<file path="src/rtl/ltssm_main_sequencer_pkg.sv">
// Shared LTSSM encodings: substate codes, LPIF status codes and main sequencer states.
package ltssm_main_sequencer_pkg;

    localparam logic [3:0] SubDetectQuiet          = 4'd0;
    localparam logic [3:0] SubDetectActive         = 4'd1;
    localparam logic [3:0] SubPollingActive        = 4'd2;
    localparam logic [3:0] SubPollingConfiguration = 4'd3;
    localparam logic [3:0] SubCfgLinkWidthStart    = 4'd4;
    localparam logic [3:0] SubCfgLinkWidthAccept   = 4'd5;
    localparam logic [3:0] SubCfgLanenumWait       = 4'd6;
    localparam logic [3:0] SubCfgLanenumAccept     = 4'd7;
    localparam logic [3:0] SubCfgComplete          = 4'd8;
    localparam logic [3:0] SubCfgIdle              = 4'd9;
    localparam logic [3:0] SubL0                   = 4'd10;
    localparam logic [3:0] SubNone                 = 4'hF;

    localparam logic [3:0] LpifIdle     = 4'd0;
    localparam logic [3:0] LpifTraining = 4'd1;
    localparam logic [3:0] LpifActive   = 4'd2;
    localparam logic [3:0] LpifFailed   = 4'd3;

    typedef enum logic [2:0] {
        StIdle,
        StGap,
        StWait,
        StDecide,
        StLink,
        StFailed
    } seqState_e;

    function automatic logic validLaneCount(input logic [4:0] lanes);
        case (lanes)
            5'd1, 5'd2, 5'd4, 5'd8, 5'd16: return 1'b1;
            default:                       return 1'b0;
        endcase
    endfunction

endpackage

</file>
<file path="src/rtl/ltssm_main_sequencer_watchdog.sv">
// Per-substate watchdog: free-running count while enabled, sticks at all-ones (terminal).
module ltssm_watchdog #(
    parameter int unsigned WD_WIDTH = 24
) (
    input  logic clk,
    input  logic reset,
    input  logic clear,
    input  logic enable,
    output logic terminal
);

    logic [WD_WIDTH-1:0] count;

    assign terminal = &count;

    always_ff @(posedge clk) begin
        if (reset || clear) begin
            count <= '0;
        end else if (enable && !terminal) begin
            count <= count + 1'b1;
        end
    end

endmodule

</file>
<file path="src/rtl/ltssm_main_sequencer.sv">
// Main LTSSM sequencer: issues substates to the RX/TX sub-LTSSMs, collects both replies,
// advances or retries training, and reports link status on the LPIF side.
module ltssm_main_sequencer
    import ltssm_main_sequencer_pkg::*;
#(
    parameter int unsigned MAX_RETRIES = 8,
    parameter int unsigned WD_WIDTH    = 24
) (
    input  logic       clk,
    input  logic       reset,
    input  logic       startLtssm,
    input  logic       forceDetect,
    input  logic [4:0] numberOfDetectedLanes,
    input  logic       rxFinish,
    input  logic [3:0] rxExitTo,
    input  logic       txFinish,
    input  logic [3:0] txExitTo,
    output logic [3:0] substate,
    output logic [4:0] activeLanes,
    output logic       linkUp,
    output logic [3:0] lpifStatus,
    output logic [3:0] failCount
);

    localparam logic [3:0] MaxFails = 4'(MAX_RETRIES);

    seqState_e  state;
    logic [3:0] target;
    logic [3:0] rxExit;
    logic [3:0] txExit;
    logic       rxDone;
    logic       txDone;
    logic       wdTerminal;

    logic       bothDone;
    logic [3:0] nextTarget;
    logic       decideOk;
    logic       forceActive;
    logic       attemptFailed;
    logic [3:0] failInc;

    ltssm_watchdog #(
        .WD_WIDTH (WD_WIDTH)
    ) uWatchdog (
        .clk      (clk),
        .reset    (reset),
        .clear    (state == StGap),
        .enable   (state == StWait),
        .terminal (wdTerminal)
    );

    always_comb begin
        bothDone    = (rxDone || rxFinish) && (txDone || txFinish);
        nextTarget  = target + 4'd1;
        decideOk    = (rxExit == nextTarget) && (txExit == nextTarget) && (target <= SubCfgIdle)
                      && ((target != SubDetectActive) || validLaneCount(numberOfDetectedLanes));
        forceActive = forceDetect && (state inside {StGap, StWait, StDecide, StLink});
        attemptFailed = ((state == StWait) && !bothDone && wdTerminal)
                        || ((state == StDecide) && !decideOk);
        failInc     = (failCount >= MaxFails) ? failCount : failCount + 4'd1;
    end

    always_ff @(posedge clk) begin
        if (reset) begin
            state       <= StIdle;
            target      <= SubDetectQuiet;
            substate    <= SubNone;
            rxDone      <= 1'b0;
            txDone      <= 1'b0;
            rxExit      <= 4'd0;
            txExit      <= 4'd0;
            activeLanes <= 5'd0;
            linkUp      <= 1'b0;
            lpifStatus  <= LpifIdle;
            failCount   <= 4'd0;
        end else if (forceActive) begin
            state       <= StGap;
            target      <= SubDetectQuiet;
            substate    <= SubNone;
            activeLanes <= 5'd0;
            linkUp      <= 1'b0;
            lpifStatus  <= LpifTraining;
        end else if (attemptFailed) begin
            failCount <= failInc;
            substate  <= SubNone;
            if (failInc == MaxFails) begin
                state      <= StFailed;
                lpifStatus <= LpifFailed;
            end else begin
                state  <= StGap;
                target <= SubDetectQuiet;
            end
        end else begin
            case (state)
                StIdle: begin
                    if (startLtssm) begin
                        state      <= StGap;
                        target     <= SubDetectQuiet;
                        lpifStatus <= LpifTraining;
                    end
                end
                StFailed: begin
                    if (startLtssm) begin
                        failCount  <= 4'd0;
                        state      <= StGap;
                        target     <= SubDetectQuiet;
                        lpifStatus <= LpifTraining;
                    end
                end
                StGap: begin
                    rxDone <= 1'b0;
                    txDone <= 1'b0;
                    // cfgIdle success also passes through the gap, so L0 is a fresh request too
                    if (target == SubL0) begin
                        state      <= StLink;
                        substate   <= SubL0;
                        linkUp     <= 1'b1;
                        lpifStatus <= LpifActive;
                        failCount  <= 4'd0;
                    end else begin
                        state    <= StWait;
                        substate <= target;
                    end
                end
                StWait: begin
                    if (rxFinish && !rxDone) begin
                        rxDone <= 1'b1;
                        rxExit <= rxExitTo;
                    end
                    if (txFinish && !txDone) begin
                        txDone <= 1'b1;
                        txExit <= txExitTo;
                    end
                    if (bothDone) begin
                        state <= StDecide;
                    end
                end
                StDecide: begin
                    if (target == SubDetectActive) begin
                        activeLanes <= numberOfDetectedLanes;
                    end
                    target   <= nextTarget;
                    state    <= StGap;
                    substate <= SubNone;
                end
                StLink: begin
                end
                default: begin
                    state    <= StIdle;
                    substate <= SubNone;
                end
            endcase
        end
    end

endmodule

</file>
<file path="config.mk">
export PLATFORM = sky130hd
export DESIGN_NAME = ltssm_main_sequencer
export DESIGN_NICKNAME = d
export VERILOG_FILES = /design/src/rtl/ltssm_main_sequencer_pkg.sv /design/src/rtl/ltssm_main_sequencer_watchdog.sv /design/src/rtl/ltssm_main_sequencer.sv
export SDC_FILE = /design/constraint.sdc
export NUM_CORES = 1
export LEC_CHECK = 0
export ABC_AREA = 1
export CAP_MARGIN = 20
export CORE_MARGIN = 10
export CORE_UTILIZATION = 30
export CTS_CLUSTER_SIZE = 14
export DETAILED_ROUTE_END_ITERATION = 12
export SLEW_MARGIN = 20
export SYNTH_ARGS = -nofsm -noshare
export SYNTH_HDL_FRONTEND = slang
export SYNTH_HIERARCHICAL = 1
export SYNTH_SLANG_ARGS = --single-unit
</file>
<file path="constraint.sdc">
create_clock -name clk -period 3.8 [get_ports clk]
set_input_delay 1.14 -clock clk [delete_from_list [all_inputs] [get_ports clk]]
set_output_delay 1.14 -clock clk [all_outputs]
set_load 0.05 [all_outputs]
</file>
==> After elaboration in Yosys (flattened, before gate mapping) <==
Cells that the tools add are included.
{ "totals": {"output_inout_bits": 18, "wordCells": 125, "regBits": 59} }
{ "classes": {"magnitude_cmp": 2, "bitwise_logic": 2, "n_eq_ne": 30, "n_mux": 28, "addsub": 3, "reduce_logical": 46} }
{ "ops": {"columns": ["op", "count"], "rows": [
  ["4-bit 2-to-1 mux", 11],
  ["4-bit one-hot mux with 2 select lines", 4],
  ["4-bit AND reduction", 7],
  ["24-bit by 1-bit adder with 24-bit output, second input constant", 1],
  ["24-bit AND reduction", 1],
  ["3-bit 2-to-1 mux", 5],
  ["3-bit one-hot mux with 5 select lines", 1],
  ["3-bit AND reduction", 5],
  ["3-bit inequality test, second input constant", 4],
  ["1-bit logical AND", 11],
  ["3-bit nonzero test", 3],
  ["4-bit by 1-bit adder with 4-bit output, second input constant", 2],
  ["4-bit == test", 2],
  ["4-bit == test, second input constant", 2],
  ["2-bit inequality test, second input constant", 4],
  ["4-bit by 1-bit inequality test with 1-bit output, second input constant", 2],
  ["4-bit inequality test, second input constant", 2],
  ["4-bit nonzero test", 2],
  ["3-bit by 2-bit == test with 1-bit output, second input constant", 2],
  ["3-bit == test, second input constant", 2],
  ["5-bit by 1-bit == test with 1-bit output, second input constant", 1],
  ["5-bit by 2-bit == test with 1-bit output, second input constant", 1],
  ["5-bit by 3-bit == test with 1-bit output, second input constant", 1],
  ["5-bit by 4-bit == test with 1-bit output, second input constant", 1],
  ["other kinds (19)", 34]
]} }

==> Longest topological paths before layout <==
Gate-level depths: netlist (run 1).
{ "depth": {"depth_word": 10, "mapped_depth": 16, "mapped_depth_nobuf": 15} }

==> Modules after synthesis <==
Netlist (run 1), hierarchy kept.
{ "by_module_without_submodules": {"columns": ["mod", "n_inst", "seq_area_each_um2", "area_each_um2", "cells_each"], "rows": [
  ["ltssm_main_sequencer", 1, 660.6, 1945.6, 287],
  ["ltssm_watchdog", 1, 480.5, 1505.2, 242]
]} }

==> Worst setup path after synthesis (run 1) <==
No wires, ideal clock.
{ "synth_timing": {"kind": "input-to-reg", "startpoint": "in numberOfDetectedLanes[0]", "endpoint": "reg target[1]", "t_arrival_ns": 2.243, "required_time_ns": 3.681, "n_path_buf": 1, "cell_stages": 13, "setup_time_ns": 0.119, "path_slack_ns": 1.438, "path_cell_list": "nor2_1 nor2_1 nor2_1 nand2_1 nand2_1 nand3_1 nand2_2 nand2_4 buf_6 nand2_2 nand2_2 a21oi_1 nor3_2"} }
{ "synth_between": {"elab_chain_cells": 10, "elab_cells_between_ends": 17, "classes_between": "7 x eq/ne; 2 x mux; 8 x reduce/logical"} }
{ "synth_rtl": {"columns": ["item", "line", "rtl"], "rows": [
  ["start: declaration", "ltssm_main_sequencer.sv:13", "input logic [4:0] numberOfDetectedLanes,"],
  ["5-bit by 1-bit == test with 1-bit output, or another cell as far along", "ltssm_main_sequencer_pkg.sv:32", "case (lanes)"],
  ["5-bit OR reduction (*)", "ltssm_main_sequencer_pkg.sv:32", null],
  ["1-bit 2-to-1 mux (*)", "ltssm_main_sequencer_pkg.sv:32", null],
  ["1-bit logical OR (*)", "ltssm_main_sequencer.sv:56", "&& ((target != SubDetectActive) || validLaneCount(numberOfDetectedLanes));"],
  ["1-bit logical AND (*)", "ltssm_main_sequencer.sv:56", null],
  ["1-bit logical NOT (*)", "ltssm_main_sequencer.sv:59", "|| ((state == StDecide) && !decideOk);"],
  ["1-bit logical AND (*)", "ltssm_main_sequencer.sv:59", null],
  ["1-bit logical OR (*)", "ltssm_main_sequencer.sv:59", null],
  ["3-bit by 1-bit inequality test with 1-bit output (no source line), or another cell as far along", null, null],
  ["3-bit AND reduction (no source line)", null, null],
  ["end signal: assignment", "ltssm_main_sequencer.sv:66", "target <= SubDetectQuiet;"],
  ["end signal: assignment", "ltssm_main_sequencer.sv:78", "target <= SubDetectQuiet;"],
  ["end signal: assignment", "ltssm_main_sequencer.sv:91", "target <= SubDetectQuiet;"],
  ["end: declaration", "ltssm_main_sequencer.sv:28", "logic [3:0] target;"]
]} }
Every way passes the cells marked *; elsewhere a longest branch is shown, timed or not.
A chain may end at the register's enable or synchronous reset.

==> Worst setup path after layout (run 1) <==
{ "layout_timing": {"startpoint": "in numberOfDetectedLanes[2]", "endpoint": "reg rxExit[0]"} }
{ "layout_between": {"elab_chain_cells": 10, "elab_cells_between_ends": 14, "classes_between": "5 x eq/ne; 1 x mux; 1 x bitwise; 7 x reduce/logical"} }
{ "layout_rtl": {"columns": ["item", "line", "rtl"], "rows": [
  ["5-bit by 1-bit == test with 1-bit output, or another cell as far along", "ltssm_main_sequencer_pkg.sv:32", null],
  ["5-bit OR reduction (*)", "ltssm_main_sequencer_pkg.sv:32", null],
  ["1-bit 2-to-1 mux (*)", "ltssm_main_sequencer_pkg.sv:32", null],
  ["1-bit logical OR (*)", "ltssm_main_sequencer.sv:56", null],
  ["1-bit logical AND (*)", "ltssm_main_sequencer.sv:56", null],
  ["1-bit logical NOT (*)", "ltssm_main_sequencer.sv:59", null],
  ["1-bit logical AND (*)", "ltssm_main_sequencer.sv:59", null],
  ["1-bit logical OR (*)", "ltssm_main_sequencer.sv:59", null],
  ["1-bit inverter (no source line) (*)", null, null],
  ["4-bit AND reduction (no source line) (*)", null, null],
  ["end signal: assignment", "ltssm_main_sequencer.sv:128", "rxExit <= rxExitTo;"],
  ["end: declaration", "ltssm_main_sequencer.sv:29", "logic [3:0] rxExit;"]
]} }
Marks and branches as above.

==> flow_metrics.py, run 1 <==
metrics = {
    "route": {
        "wl_per_cell_um": 11.9,
        "drt-total-wl_um": 8500,
        "ant_nets": 0,
        "drc": 0,
        "vias_per_cell": 4.76,
        "drtIter0Drc": 224,
        "drtPass1Iterations": 4,
        "vias": 3382,
    },
    "floorplan": {
        "die_area_um2": 16200,
        "rows": 39,
        "core_area_um2": 11300,
        "initial_core_util": 0.305,
        "fp.dieW_um": 127,
        "fp.dieH_um": 127,
        "pin_count": 37,
    },
    "critical_path": {
        "cp_num_buf_inv": 1,
        "slowest_delay_ps": 450,
        "crit_chain": "clkdlybuf4s50_1 -> nor2_1 -> nor2_1 -> nor2_1 -> nand2_1 -> nand2_1 -> nand3_1 -> nand2_2 -> nand2_4 -> nor2_4 -> nand2_1 -> nand2_1 -> a21oi_1",
        "path_common_cell": "nand2_1",
        "slowest_stage": "clkdlybuf4s50_1",
        "critPathArrivalTime_ps": 3060,
        "critPathTopFamily": "simple AND/OR/NAND/NOR gates",
        "critPathCaptureType": "flop",
        "critPathMaxFanout": 13,
        "crit_required_ps": 3980,
        "worstSetupPathType": "in -> reg",
        "start_kind": "input port",
    },
    "logic_synthesis": {
        "yosys_warnings": 6,
        "synth_area_leaders": "dfxtp_1 (33%), nand2_1 (14%), nand3_1 (9.3%)",
        "netlist.area_leader.share": 0.331,
        "synth_top_area_cell": "dfxtp_1",
        "ys.flop_type": "dfxtp_1",
        "synth_edf_count": 0,
        "syn_inst": 529,
        "seq_area_frac_synth": 0.331,
        "yosysUniqueCellTypes": 38,
        "post-synth-top-count-cell": "nand2_1",
        "ys_async_sr_fraction": 0,
        "ys_seq_elements": 57,
        "avgSynthCellArea_um2": 6.52,
        "syn_area_um2": 3450,
        "synth_commonest_cells": "nand2_1 (130), nor2_1 (67), nand3_1 (64)",
    },
    "global_route": {
        "grt_pass1_wl_um": 14300,
        "grt_pass1_vias": 3096,
        "grtUsageTotal": 0.105,
        "overflow": 0,
        "antenna_found_initial": 0,
        "grt_max_degree": 21,
    },
    "finish": {
        "nets": 589,
        "drive_above_1_share": 0.106,
        "diodes": 0,
        "area_growth_pct": 21.0,
        "finalCoreUtilization": 0.369,
        "fin_cells": 711,
    },
    "timing": {
        "relSlewSlack": 0.471,
        "finalHoldViolations": 0,
        "tightest_slew_ps": 790,
        "rsz0062_at_grt": "false",
        "max_freq_mhz": 348,
        "fin_setup_tns_ps": 0,
        "holdWs_ps": 462,
        "drv_slew": 0,
        "finalCritPeriodShare": 0.757,
        "min_period_ps": 2870,
        "clock_skew_ps": 10.1,
        "setup_viol": 0,
    },
    "power_and_ir_drop": {
        "peakVddDrop_v": 0.000234,
        "clkPwrFrac": 0.348,
        "pwr-share-seq": 0.326,
        "internal_power_mw": 1.33,
        "power.share.switching": 0.378,
        "combPwrFrac": 0.326,
        "p_leak_nw": 1.59,
        "p_sw_mw": 0.810,
        "power.density_nw_per_um2": 513,
    },
    "placement": {
        "dp_hpwl_um": 6540,
        "dp_cells": 695,
        "io_buffers": 34,
        "place_congestion": 0.872,
    },
    "clock_network": {
        "cts_buffers": 9,
        "cts_setup_buffers": 0,
        "cts-root-buf": "clkbuf_16",
        "ctsResizeCount": 0,
        "clock_latency_ps": 330,
        "cts_tree": "yes",
        "cts.clk_slew.worst_paths_ps": 50,
        "cts_sinks": 57,
        "clock_path_buffers": 2,
        "cts.htree.levels": 3,
        "cts_hold_buf": 0,
    },
    "outcome": {
        "status": "finished clean",
    },
    "job": {
        "cap_violations": 0,
    },
    "hold_path": {
        "hold_path.class": "reg -> reg",
    },
}
[power by group through the flow]
stage                     clock, mW  sequential (mW)  combinational [mW]
after floorplan                   0            0.777               0.460
after global placement            0            0.710               0.696
after detailed placement          0            0.710               0.700
after CTS                     0.768            0.698               0.703
after global routing          0.791            0.706               0.788
final                         0.746            0.698               0.698
[per-layer routing]
metal | vias up | part of all wire | global-route usage
li1 | 1769 | - | -
met1 | 1536 | 0.49 | 0.133
met2 | 65 | 0.46 | 0.165
met3 | 12 | 0.036 | 0.0236
met4 | 0 | 0.017 | 0.0529
met5 | - | 0 | 0
[tightest hold or removal path, delay by kind of cell (launching register included)]
| family | cells | cell delay [ps] |
|---|---|---|
| DFF | 1 | 310 |
| and+or+nand+nor | 1 | 60 |
| AOI/OAI and AO/OA | 1 | 50 |
[flip-flops by register name, indices dropped and copies added (netlist names)]
signal           flops
substate             4
state                3
txExit               4
activeLanes          5
target               4
txDone               1
rxExit               4
lpifStatus           2
rxDone               1
linkUp               1
uWatchdog/count     24
failCount            4
[cells by family after synthesis]
family	synth area share
AO/OA/AOI/OAI	0.109
XOR/XNOR	0.0102
buffers and inverters	0.0990
flip-flops	0.331
other	0.00109
adder cells (fa/ha/maj)	0.0254
AND/OR/NAND/NOR	0.425
[final timing paths]
check	startpoint	end	slack, ps	cells past startpoint
worst max-delay path	numberOfDetectedLanes[2]	rxExit[0]	930	13
worst min-delay path	activeLanes[0]	activeLanes[0]	460	2
worst max register to register	target[0]	rxExit[0]	1300	14
worst min register to register	activeLanes[0]	activeLanes[0]	460	2
[cell type report]
class                      count  area, µm²
clock buffer                  10        239
clock inverter                 6       43.8
fill                        1197       7150
inverter                      67        251
multi-input combinational    393       1970
sequential                    57       1140
tap                          143        179
timing repair buffer          35        348
[per-stage QoR]
stage	cell area, µm²	setup WS [ps]	power, mW
after floorplan	3450	1440	1.24
after global placement	3890	685	1.41
after detailed placement	3890	572	1.41
after CTS	4170	923	2.17
after global routing	4170	591	2.29
final	4170	925	2.14
[placed cells by master (no fill, tap or decap), drive strengths merged, types with 10 or more instances in the layout]
cell / count
inv: 67
nand2: 142
a21oi: 44
nand3: 68
o21ai: 16
dfxtp: 57
clkbuf: 10
clkdlybuf4s50: 34
nor2: 80
nand4: 10
No activity file was read; power rests on OpenSTA's default activity.
==> run 2: changes to the inputs <==
clock period = 2.7 ns   (was 3.8 ns; I/O delays follow)
==> run 2 against run 1 <==
Net effect: worst hold slack better by 6.7 ps; design area up 2.0%; global-route usage up 0.64 points; first-iteration DRC count up 37%; clock skew about the same; non-clock buffer count up 11; total power up 44%; register-to-register slack worse by 830 ps; core utilization up 0.74 points; sequential power up 41%; via count up 2.2%; wire length up 4.8%.
==> flow_metrics.py, run 2 (synthesis gave the netlist of run 1 again) <==
metrics = {
    "finish": {
        "drive_above_1_share": 0.121,
        "nets": 600,
        "finalCoreUtilization": 0.376,
        "final_area_um2": 4260,
        "regMostFlops": "uWatchdog/count",
        "top_regs": "uWatchdog/count: 24 flops, activeLanes: 5 flops",
        "area_growth_pct": 23.4,
        "final_common_cell": "nand2_1",
        "diodes": 0,
        "mostFrequentLayoutCells": "nand2_1 (130), nor2_1 (67), nand3_1 (64)",
        "nFillCells": 1170,
        "fin_cells": 722,
        "largest_reg_flops": 24,
    },
    "critical_path": {
        "critPathTopFamily": "buffers and inverters",
        "reg2reg_slack_ps": 470,
        "timing.rr.start": "uWatchdog/count[0]",
        "reg2reg_depth": 13,
        "crit_chain": "clkdlybuf4s50_1",
        "worstSetupPathType": "reg -> out",
        "crit_cells": 1,
        "slowest_stage": "clkdlybuf4s50_1",
        "r2r-end": "target[1]",
        "critPathArrivalTime_ps": 1590,
        "critPathCaptureType": "output pin",
        "start_kind": "flop",
        "slowest_delay_ps": 840,
        "cp_num_buf_inv": 1,
        "crit_required_ps": 1890,
        "critPathMaxFanout": 6,
    },
    "floorplan": {
        "fp.dieH_um": 127,
        "fp.dieW_um": 127,
        "core_area_um2": 11300,
        "die_area_um2": 16200,
        "rows": 39,
        "initial_core_util": 0.305,
        "pin_count": 37,
    },
    "route": {
        "drc": 0,
        "drtIter0Drc": 306,
        "drt-total-wl_um": 8900,
        "vias": 3456,
        "ant_nets": 0,
        "wl_per_cell_um": 12.3,
        "drtPass1Iterations": 4,
        "vias_per_cell": 4.79,
    },
    "job": {
        "cap_violations": 0,
    },
    "global_route": {
        "grt_pass1_wl_um": 15100,
        "antenna_found_initial": 0,
        "grt_pass1_vias": 3256,
        "grt_max_degree": 21,
        "overflow": 0,
        "grtUsageTotal": 0.111,
    },
    "power_and_ir_drop": {
        "power.density_nw_per_um2": 724,
        "power_mw": 3.08,
        "p_leak_nw": 1.65,
        "peakVddDrop_v": 0.000316,
    },
    "placement": {
        "dp_cells": 706,
        "place_congestion": 0.873,
        "dp_hpwl_um": 6790,
        "io_buffers": 34,
        "pre_cts_slack_ps": 59.8,
        "place_area_um2": 3970,
    },
    "timing": {
        "max_freq_mhz": 417,
        "setup_viol": 0,
        "finalHoldViolations": 0,
        "tightest_slew_ps": 599,
        "fin_setup_tns_ps": 0,
        "holdWs_ps": 468,
        "relSlewSlack": 0.599,
        "finalCritPeriodShare": 0.889,
        "setup_ws_ps": 299,
        "clock_skew_ps": 10.3,
        "rsz0062_at_grt": "false",
        "min_period_ps": 2400,
        "drv_slew": 0,
    },
    "clock_network": {
        "cts_setup_buffers": 0,
        "cts-root-buf": "clkbuf_16",
        "cts_hold_buf": 0,
        "cts_buffers": 9,
        "ctsResizeCount": 0,
        "clock_path_buffers": 2,
        "cts_sinks": 57,
        "cts.clk_slew.worst_paths_ps": 50,
        "cts.htree.levels": 3,
        "cts_tree": "yes",
        "clock_latency_ps": 330,
    },
    "outcome": {
        "status": "finished clean",
    },
    "hold_path": {
        "worstHoldStart": "activeLanes[1]",
        "hold_path.class": "reg -> reg",
        "hold_path_end": "activeLanes[1]",
        "whs_path_depth": 2,
    },
}
## run 2: cell types whose count changed in the layout (fill, tap and decap cells not counted)
cell / change
clkinvlp_4: -1
buf_4: +11
clkbuf_8: +1
clkbuf_1: +1
clkinv_4: -1
## run 2: area by class of cell
class,count,area [µm²],area share
Multi-Input combinational cell,393,1970,0.463
Sequential cell,57,1140,0.268
Timing Repair Buffer,46,430,0.101
Clock buffer,12,256,0.0602
Inverter,67,251,0.0591
Tap cell,143,179,0.0420
Clock inverter,4,27.5,0.00646
## run 2: where the power goes
group          switching [mW]  internal [mW]
registers              0.0675          0.914
clock network           0.394          0.668
logic                   0.681          0.358
## run 2: worst max-delay path by stage
stage / start / slack, ps / to
5_1_grt: failCount[0] / 220 / failCount[0]
4_1_cts: failCount[3] / 280 / failCount[3]
6_report: failCount[3] / 300 / failCount[3]
2_1_floorplan: numberOfDetectedLanes[0] / 670 / target[1]
3_5_place_dp: numberOfDetectedLanes[0] / 60 / target[1]
3_3_place_gp: numberOfDetectedLanes[2] / 110 / target[1]
## run 2: layer usage
layer,vias up,GRT usage,share of wire
met1,1573,0.136,0.47
met5,-,0,0
met4,0,0.0569,0.018
met2,77,0.177,0.47
li1,1795,-,-
met3,11,0.0298,0.047
